**config.mk**
```make
export PLATFORM = sky130hd
export DESIGN_NAME = maze_mover_flat
export DESIGN_NICKNAME = d
export VERILOG_FILES = /design/src/rtl/maze_mover_if.sv /design/src/rtl/maze_mover.sv /design/src/flat_wrapper.sv
export SDC_FILE = /design/constraint.sdc
export NUM_CORES = 1
export LEC_CHECK = 0
export CAP_MARGIN = 30
export CELL_PAD_IN_SITES_DETAIL_PLACEMENT = 1
export CELL_PAD_IN_SITES_GLOBAL_PLACEMENT = 1
export CORE_MARGIN = 2
export CORE_UTILIZATION = 29
export CTS_CLUSTER_DIAMETER = 60
export CTS_CLUSTER_SIZE = 20
export DETAILED_ROUTE_END_ITERATION = 12
export PLACE_DENSITY = 0.88
export SYNTH_ARGS = -nofsm -noshare
export SYNTH_HDL_FRONTEND = slang
export SYNTH_SLANG_ARGS = --single-unit
export TNS_END_PERCENT = 30
```
**constraint.sdc**
```tcl
create_clock -name clk -period 6.5 [get_ports clk]
set_input_delay 1.3 -clock clk [delete_from_list [all_inputs] [get_ports clk]]
set_output_delay 1.3 -clock clk [all_outputs]
set_load 0.02 [all_outputs]
```
**src/rtl/maze_mover_if.sv**
```systemverilog
// Signal bundle between the maze controller (master side) and maze_mover
// (slave side): game control, key events, maze description and player state.
interface maze_mover_if #(
   parameter int COLS  = 16,
   parameter int ROWS  = 16,
   parameter int X_W   = 4,
   parameter int Y_W   = 4,
   parameter int CNT_W = 12
);

   // Game control
   logic                   enable;
   logic                   start_load;

   // Keyboard decoder events
   logic                   key_valid;
   logic [7:0]             key_code;
   logic                   key_release;

   // Maze description, stable while enable is high
   logic [COLS*ROWS-1:0]   maze_data;
   logic [X_W-1:0]         start_x;
   logic [Y_W-1:0]         start_y;
   logic [X_W-1:0]         goal_x;
   logic [Y_W-1:0]         goal_y;

   // Player state towards the renderer
   logic [X_W-1:0]         curr_x;
   logic [Y_W-1:0]         curr_y;
   logic                   moved;
   logic                   bump;
   logic [CNT_W-1:0]       move_count;
   logic                   at_goal;

   modport master (
      output enable, start_load,
      output key_valid, key_code, key_release,
      output maze_data, start_x, start_y, goal_x, goal_y,
      input  curr_x, curr_y, moved, bump, move_count, at_goal
   );

   modport slave (
      input  enable, start_load,
      input  key_valid, key_code, key_release,
      input  maze_data, start_x, start_y, goal_x, goal_y,
      output curr_x, curr_y, moved, bump, move_count, at_goal
   );

endinterface

```
**src/rtl/maze_mover.sv**
```systemverilog
// Player-movement controller for the maze game. Arrow-key make events give an
// immediate step followed by auto-repeat every REPEAT_TICKS cycles while the
// key is held. Moves are checked against the grid edge and the maze bitmap,
// refused moves pulse bump, committed moves pulse moved and bump the
// saturating move counter, and reaching the goal cell freezes the player.
module maze_mover #(
   parameter int         COLS         = 16,
   parameter int         ROWS         = 16,
   parameter int         X_W          = 4,
   parameter int         Y_W          = 4,
   parameter int         CNT_W        = 12,
   parameter int         REPEAT_TICKS = 10_000_000,
   parameter logic [7:0] KEY_LEFT     = 8'h6B,
   parameter logic [7:0] KEY_RIGHT    = 8'h74,
   parameter logic [7:0] KEY_UP       = 8'h75,
   parameter logic [7:0] KEY_DOWN     = 8'h72
) (
   input  logic        clk,
   input  logic        reset_n,
   maze_mover_if.slave bus
);

   localparam int CELLS = COLS * ROWS;
   localparam int IDX_W = $clog2(CELLS);
   localparam int RPT_W = $clog2(REPEAT_TICKS);

   // The WAIT state spans REPEAT_TICKS-1 cycles so that, together with the
   // STEP cycle, successive evaluations are exactly REPEAT_TICKS apart.
   localparam logic [RPT_W-1:0] RPT_LAST = RPT_W'(REPEAT_TICKS - 2);
   localparam logic [X_W-1:0]   X_LAST   = X_W'(COLS - 1);
   localparam logic [Y_W-1:0]   Y_LAST   = Y_W'(ROWS - 1);

   typedef enum logic [1:0] {
      ST_IDLE,
      ST_STEP,
      ST_WAIT,
      ST_DONE
   } state_t;

   typedef enum logic [2:0] {
      DIR_NONE,
      DIR_LEFT,
      DIR_RIGHT,
      DIR_UP,
      DIR_DOWN
   } dir_t;

   // Registered state
   state_t           state_q;
   dir_t             dir_q;
   logic [RPT_W-1:0] rpt_q;
   logic [X_W-1:0]   x_q;
   logic [Y_W-1:0]   y_q;
   logic [CNT_W-1:0] cnt_q;
   logic             at_goal_q;
   logic             moved_q;
   logic             bump_q;

   // Combinational decode of the current key event
   dir_t             key_dir;
   logic             key_make;
   logic             key_break_held;

   // Combinational evaluation of one step in the held direction
   logic [X_W-1:0]   tgt_x;
   logic [Y_W-1:0]   tgt_y;
   logic             in_grid;
   logic [IDX_W-1:0] cell_idx;
   logic             step_ok;
   logic [X_W-1:0]   new_x;
   logic [Y_W-1:0]   new_y;
   logic             reach_goal;

   // Map the scan code to a direction and classify the event
   always_comb begin
      // NOTE: every combinational output gets a default first, so no path
      // through the block leaves a signal unassigned and infers a latch.
      key_dir = DIR_NONE;
      if (bus.key_code == KEY_LEFT) begin
         key_dir = DIR_LEFT;
      end else if (bus.key_code == KEY_RIGHT) begin
         key_dir = DIR_RIGHT;
      end else if (bus.key_code == KEY_UP) begin
         key_dir = DIR_UP;
      end else if (bus.key_code == KEY_DOWN) begin
         key_dir = DIR_DOWN;
      end

      key_make       = bus.key_valid && !bus.key_release && (key_dir != DIR_NONE);
      key_break_held = bus.key_valid &&  bus.key_release && (key_dir != DIR_NONE)
                       && (key_dir == dir_q);
   end

   // Neighbour cell in the held direction; the grid-edge test decides whether
   // the bitmap is consulted at all, so the index never leaves the grid and
   // coordinates never wrap.
   always_comb begin
      tgt_x   = x_q;
      tgt_y   = y_q;
      in_grid = 1'b0;
      case (dir_q)
         DIR_LEFT: begin
            if (x_q != '0) begin
               in_grid = 1'b1;
               tgt_x   = x_q - 1'b1;
            end
         end
         DIR_RIGHT: begin
            if (x_q != X_LAST) begin
               in_grid = 1'b1;
               tgt_x   = x_q + 1'b1;
            end
         end
         DIR_UP: begin
            if (y_q != '0) begin
               in_grid = 1'b1;
               tgt_y   = y_q - 1'b1;
            end
         end
         DIR_DOWN: begin
            if (y_q != Y_LAST) begin
               in_grid = 1'b1;
               tgt_y   = y_q + 1'b1;
            end
         end
         default: begin
            in_grid = 1'b0;
         end
      endcase

      cell_idx   = IDX_W'(tgt_x) + IDX_W'(COLS) * IDX_W'(tgt_y);
      step_ok    = in_grid && bus.maze_data[cell_idx];
      new_x      = step_ok ? tgt_x : x_q;
      new_y      = step_ok ? tgt_y : y_q;
      reach_goal = (new_x == bus.goal_x) && (new_y == bus.goal_y);
   end

   // Movement FSM with registered position, statistics and pulses
   always_ff @(posedge clk or negedge reset_n) begin
      if (!reset_n) begin
         // NOTE: sequential state uses non-blocking assignments only, so every
         // register samples the values from before this edge.
         state_q   <= ST_IDLE;
         dir_q     <= DIR_NONE;
         rpt_q     <= '0;
         x_q       <= '0;
         y_q       <= '0;
         cnt_q     <= '0;
         at_goal_q <= 1'b0;
         moved_q   <= 1'b0;
         bump_q    <= 1'b0;
      end else if (bus.start_load) begin
         state_q   <= ST_IDLE;
         dir_q     <= DIR_NONE;
         rpt_q     <= '0;
         x_q       <= bus.start_x;
         y_q       <= bus.start_y;
         cnt_q     <= '0;
         at_goal_q <= (bus.start_x == bus.goal_x) && (bus.start_y == bus.goal_y);
         moved_q   <= 1'b0;
         bump_q    <= 1'b0;
      end else if (!bus.enable) begin
         // Game paused: position and statistics hold, a new make is needed
         state_q <= ST_IDLE;
         dir_q   <= DIR_NONE;
         rpt_q   <= '0;
         moved_q <= 1'b0;
         bump_q  <= 1'b0;
      end else begin
         moved_q <= 1'b0;
         bump_q  <= 1'b0;

         case (state_q)
            ST_IDLE: begin
               state_q <= ST_IDLE;
            end
            ST_STEP: begin
               if (step_ok) begin
                  x_q     <= tgt_x;
                  y_q     <= tgt_y;
                  moved_q <= 1'b1;
                  if (cnt_q != '1) begin
                     cnt_q <= cnt_q + 1'b1;
                  end
               end else begin
                  bump_q <= 1'b1;
               end
               rpt_q <= '0;
               if (reach_goal) begin
                  at_goal_q <= 1'b1;
                  state_q   <= ST_DONE;
               end else begin
                  state_q <= ST_WAIT;
               end
            end
            ST_WAIT: begin
               if (rpt_q == RPT_LAST) begin
                  state_q <= ST_STEP;
               end else begin
                  rpt_q <= rpt_q + 1'b1;
               end
            end
            ST_DONE: begin
               state_q <= ST_DONE;
            end
            default: begin
               state_q <= ST_IDLE;
            end
         endcase

         // Key events override the next state, except once the game is over
         // (including the edge on which the goal-reaching step commits).
         if ((state_q != ST_DONE) && !((state_q == ST_STEP) && reach_goal)) begin
            if (key_make) begin
               dir_q   <= key_dir;
               state_q <= ST_STEP;
            end else if (key_break_held) begin
               dir_q   <= DIR_NONE;
               state_q <= ST_IDLE;
            end
         end
      end
   end

   // Drive the registered state onto the bus
   assign bus.curr_x     = x_q;
   assign bus.curr_y     = y_q;
   assign bus.moved      = moved_q;
   assign bus.bump       = bump_q;
   assign bus.move_count = cnt_q;
   assign bus.at_goal    = at_goal_q;

endmodule
```
**src/flat_wrapper.sv**
```systemverilog
// flat-port wrapper written by rule: the top's interface ports become plain ports
module maze_mover_flat 
#(
   parameter int         COLS         = 16,
   parameter int         ROWS         = 16,
   parameter int         X_W          = 4,
   parameter int         Y_W          = 4,
   parameter int         CNT_W        = 12,
   parameter int         REPEAT_TICKS = 10_000_000,
   parameter logic [7:0] KEY_LEFT     = 8'h6B,
   parameter logic [7:0] KEY_RIGHT    = 8'h74,
   parameter logic [7:0] KEY_UP       = 8'h75,
   parameter logic [7:0] KEY_DOWN     = 8'h72
)
  (clk, reset_n, bus_enable, bus_start_load, bus_key_valid, bus_key_code, bus_key_release, bus_maze_data, bus_start_x, bus_start_y, bus_goal_x, bus_goal_y, bus_curr_x, bus_curr_y, bus_moved, bus_bump, bus_move_count, bus_at_goal);
  maze_mover_if #(.COLS(COLS), .ROWS(ROWS), .X_W(X_W), .Y_W(Y_W), .CNT_W(CNT_W)) bus_i ();
  input  logic clk;
  input  logic reset_n;
  input wire logic [$bits(bus_i.enable)-1:0] bus_enable;
  input wire logic [$bits(bus_i.start_load)-1:0] bus_start_load;
  input wire logic [$bits(bus_i.key_valid)-1:0] bus_key_valid;
  input wire logic [$bits(bus_i.key_code)-1:0] bus_key_code;
  input wire logic [$bits(bus_i.key_release)-1:0] bus_key_release;
  input wire logic [$bits(bus_i.maze_data)-1:0] bus_maze_data;
  input wire logic [$bits(bus_i.start_x)-1:0] bus_start_x;
  input wire logic [$bits(bus_i.start_y)-1:0] bus_start_y;
  input wire logic [$bits(bus_i.goal_x)-1:0] bus_goal_x;
  input wire logic [$bits(bus_i.goal_y)-1:0] bus_goal_y;
  output wire logic [$bits(bus_i.curr_x)-1:0] bus_curr_x;
  output wire logic [$bits(bus_i.curr_y)-1:0] bus_curr_y;
  output wire logic [$bits(bus_i.moved)-1:0] bus_moved;
  output wire logic [$bits(bus_i.bump)-1:0] bus_bump;
  output wire logic [$bits(bus_i.move_count)-1:0] bus_move_count;
  output wire logic [$bits(bus_i.at_goal)-1:0] bus_at_goal;
  assign bus_i.enable = bus_enable;
  assign bus_i.start_load = bus_start_load;
  assign bus_i.key_valid = bus_key_valid;
  assign bus_i.key_code = bus_key_code;
  assign bus_i.key_release = bus_key_release;
  assign bus_i.maze_data = bus_maze_data;
  assign bus_i.start_x = bus_start_x;
  assign bus_i.start_y = bus_start_y;
  assign bus_i.goal_x = bus_goal_x;
  assign bus_i.goal_y = bus_goal_y;
  assign bus_curr_x = bus_i.curr_x;
  assign bus_curr_y = bus_i.curr_y;
  assign bus_moved = bus_i.moved;
  assign bus_bump = bus_i.bump;
  assign bus_move_count = bus_i.move_count;
  assign bus_at_goal = bus_i.at_goal;
  maze_mover #(.COLS(COLS), .ROWS(ROWS), .X_W(X_W), .Y_W(Y_W), .CNT_W(CNT_W), .REPEAT_TICKS(REPEAT_TICKS), .KEY_LEFT(KEY_LEFT), .KEY_RIGHT(KEY_RIGHT), .KEY_UP(KEY_UP), .KEY_DOWN(KEY_DOWN)) u_core (.clk(clk), .reset_n(reset_n), .bus(bus_i));
endmodule
```
==> results_dict.tcl <==
set metrics [dict create \
    startpoint "u_core.dir_q[1]" \
    crit_path_top_delay_cell "nor3b_2" \
    post-cts-setup-buffers 0 \
    drc 0 \
    ir_drop_mv 0.0935 \
    dieArea_um2 23400 \
    fill_cells 2627 \
    rsz0062_at_grt "no" \
    tns_ns 0 \
    setup_viol 0 \
    cpMostUsedCell "o21ai_0" \
    reg2reg_slack_ns 0.50 \
    vias 8096 \
    tightest_slew_ns 0.887 \
    firstDrtPassIters 5 \
    routedWlPerCell_um 23.6 \
    dpl.hpwl_um 26700 \
    core_um2 21800 \
    period_needed_ns 6.00 \
    path_clk_slew_ns 0.07 \
    max_freq_mhz 167 \
    cts_root_buffer "clkbuf_16" \
    mostFrequentLayoutCell "clkdlybuf4s50_1" \
    cts_buffers 5 \
    drt_iter0_drc 552 \
    fin_crit_sh_pct 92.3 \
    grt_pass1_wl_um 50100 \
    drive_gt1_share_pct 6.00 \
    synth_flop_cell "dfrtp_1" \
    yosys-top-cells-area "dfrtp_1 (20%), nand2_1 (8.5%), mux2i_1 (7.0%), nand3_1 (6.2%), xor2_1 (3.9%)" \
    ys_async_sr_fraction_pct 100 \
    clk_path_buf_depth 2 \
    synth_top_area_cell "dfrtp_1" \
    path_max_fanout 26 \
    yosysTopAreaCellShare_pct 20.2 \
    htreeDepth 2 \
    max-slew-margin-rel_pct 40.4 \
    layout.nets 1412 \
    slew_viol_final 0 \
    synth-seq-area-share_pct 20.2 \
    cellLeakagePower_nw 3.88 \
    crit_chain "nor3b_2, nand2_1, o211ai_2, nand2_2, buf_4, mux4_1, a32o_1, o21ai_0, and4b_1, a311oi_1, o21ai_0, a221oi_4, a221oi_2, a2111oi_2" \
    slowest_delay_ns 0.77 \
    antenna_found_initial 2 \
    synthCells 834 \
    postRouteAntennaNets 0 \
    switchingPower_w 0.000447 \
    ctsResizeCount 0 \
    drt-total-wl_um 32900 \
    crit_path_end_kind "flop" \
    ios 309 \
    grt_max_degree 53 \
    hold_viol_final 0 \
    seq_power_share_pct 27.8 \
    area_growth_syn_to_layout_pct 54.6 \
    syn-cell-area_um2 6440 \
    synth_edf_count 0 \
    gr-total-overflow 0 \
    num_rows 54 \
    final_core_util_pct 45.6 \
    outcome "finished clean" \
    critPathLaunchType "flop" \
    maxCapViolations 0 \
    rr_startpoint "u_core.dir_q[1]" \
    holdCritPathClass "reg -> reg" \
    synth_seq_cells 52 \
    clock_latency_ns 0.30 \
    die_height_um 153 \
    cp_data_arrival_time_ns 6.18 \
    portBuffers 308 \
    gp_congestion 0.971 \
    viasPerCell 5.79 \
    pwr-share-comb_pct 49.4 \
    crit_buf_inv 1 \
    cp_top_family "compound AO/OA/AOI/OAI gates" \
    die_x_um 153 \
    hold_path.startpoint "u_core.rpt_q[23]" \
    avgSynthCellArea_um2 7.72 \
    finalClockSkew_ns 0.00879 \
    grt_usage_pct 27.1 \
    p_clk_share_pct 22.8 \
    final_cell_mix "clkdlybuf4s50_1 (307), nand2_1 (145), nand3_1 (80), nor2_1 (60), dfrtp_1 (52)" \
    critPathKind "reg -> reg" \
    clock_sinks 52 \
    grt_pass1_vias 8537 \
    synthDistinctLibCells 85 \
    synth_fp_nets 1131 \
    start_util_pct 29.5 \
    cts_hold_buf 0 \
    yosysWarnings 0 \
    required_ns 6.69 \
    power_density_nw_per_um2 123 \
    p_int_w 0.000779 \
    sw_frac_of_total_pct 36.4 \
    cts_tree "built" \
]
==> cell usage after synthesis, types with 12 or more instances <==
cell type	number
xor2_1	29
a21oi_1	20
inv_1	22
dfrtp_1	52
nand2_1	146
o21ai_0	29
nand4_1	25
a31oi_1	12
nor3_1	19
and3_1	21
nor2_1	60
mux2i_1	45
buf_2	21
xnor2_1	22
clkbuf_1	27
nand3_1	80
==> flip-flops by register name, indices dropped and copies added, names as in the netlist <==
signal	flops
u_core.bus.bump	1
u_core.bus.curr_y	4
u_core.bus.moved	1
u_core.dir_q	3
u_core.bus.move_count	12
u_core.bus.at_goal	1
u_core.state_q	2
u_core.rpt_q	24
u_core.bus.curr_x	4
==> cell type report <==
type	instances	area (um^2)	area share [%]
Timing Repair Buffer	327	3240	32.5
Inverter	22	82.6	0.830
Sequential cell	52	1300	13.1
Clock buffer	5	125	1.26
Clock inverter	3	26.3	0.264
Multi-Input combinational cell	707	4830	48.5
Tap cell	280	350	3.52
Antenna cell	2	5.00	0.0503
==> per-layer routing <==
layer	share of wire, %	global-route usage, %	vias to the layer above
met4	5.4	12.9	0
met5	0	0	-
li1	-	-	3675
met1	38	31.1	3944
met3	7.0	5.16	100
met2	50	48.3	377
==> worst reg2reg max path: cells and delay by family, from the launching register on <==
| family | cells | cell delay (ns) |
|---|---|---|
| compound gates | 8 | 2.70 |
| simple gates | 4 | 1.95 |
| flops | 1 | 0.62 |
| buf+inv | 1 | 0.39 |
| mux | 1 | 0.24 |
==> cells by family (layout without fill, tap and decap cells) <==
| family | Yosys count | count (layout) | share of synthesized area, % |
|---|---|---|---|
| fa+ha+maj | 11 | 11 | 2.14 |
| flops | 52 | 52 | 20.2 |
| other cells | 0 | 2 | 0 |
| xor+xnor | 52 | 52 | 7.36 |
| compound gates | 162 | 162 | 19.2 |
| mux | 67 | 67 | 13.9 |
| buf+inv | 75 | 357 | 5.13 |
| simple gates | 415 | 415 | 32.0 |
==> worst paths after layout <==
check,cells past startpoint,endpoint
hold reg to reg,1,u_core.rpt_q[23]
min in group asynchronous,2,u_core.rpt_q[0]
setup reg to reg,14,u_core.state_q[1]
max in group asynchronous,2,u_core.bus.move_count[9]
hold / removal,1,u_core.rpt_q[23]
setup / recovery,14,u_core.state_q[1]
==> through the flow <==
step	hold slack [ns]	setup WS, ns	instances	total power, W	instance area (um^2)
finish	0.496	0.503	1398	0.00123	9950
global route	0.516	0.134	1398	0.00128	9950
CTS	0.506	0.647	1395	0.00123	9940
detailed placement	0.495	0.668	1387	0.000942	9790
global placement	0.468	0.900	1385	0.000931	9770
floorplan	0.445	1.64	834	0.000628	6440
==> power by group through the flow <==
| stage | clock (W) | sequential [W] | combinational [W] |
|---|---|---|---|
| 6_report | 0.000280 | 0.000341 | 0.000606 |
| 3_5_place_dp | 0 | 0.000347 | 0.000594 |
| 5_1_grt | 0.000300 | 0.000342 | 0.000643 |
| 2_1_floorplan | 0 | 0.000345 | 0.000283 |
| 3_3_place_gp | 0 | 0.000347 | 0.000584 |
| 4_1_cts | 0.000287 | 0.000341 | 0.000598 |
(Power assumes the default switching activity.)
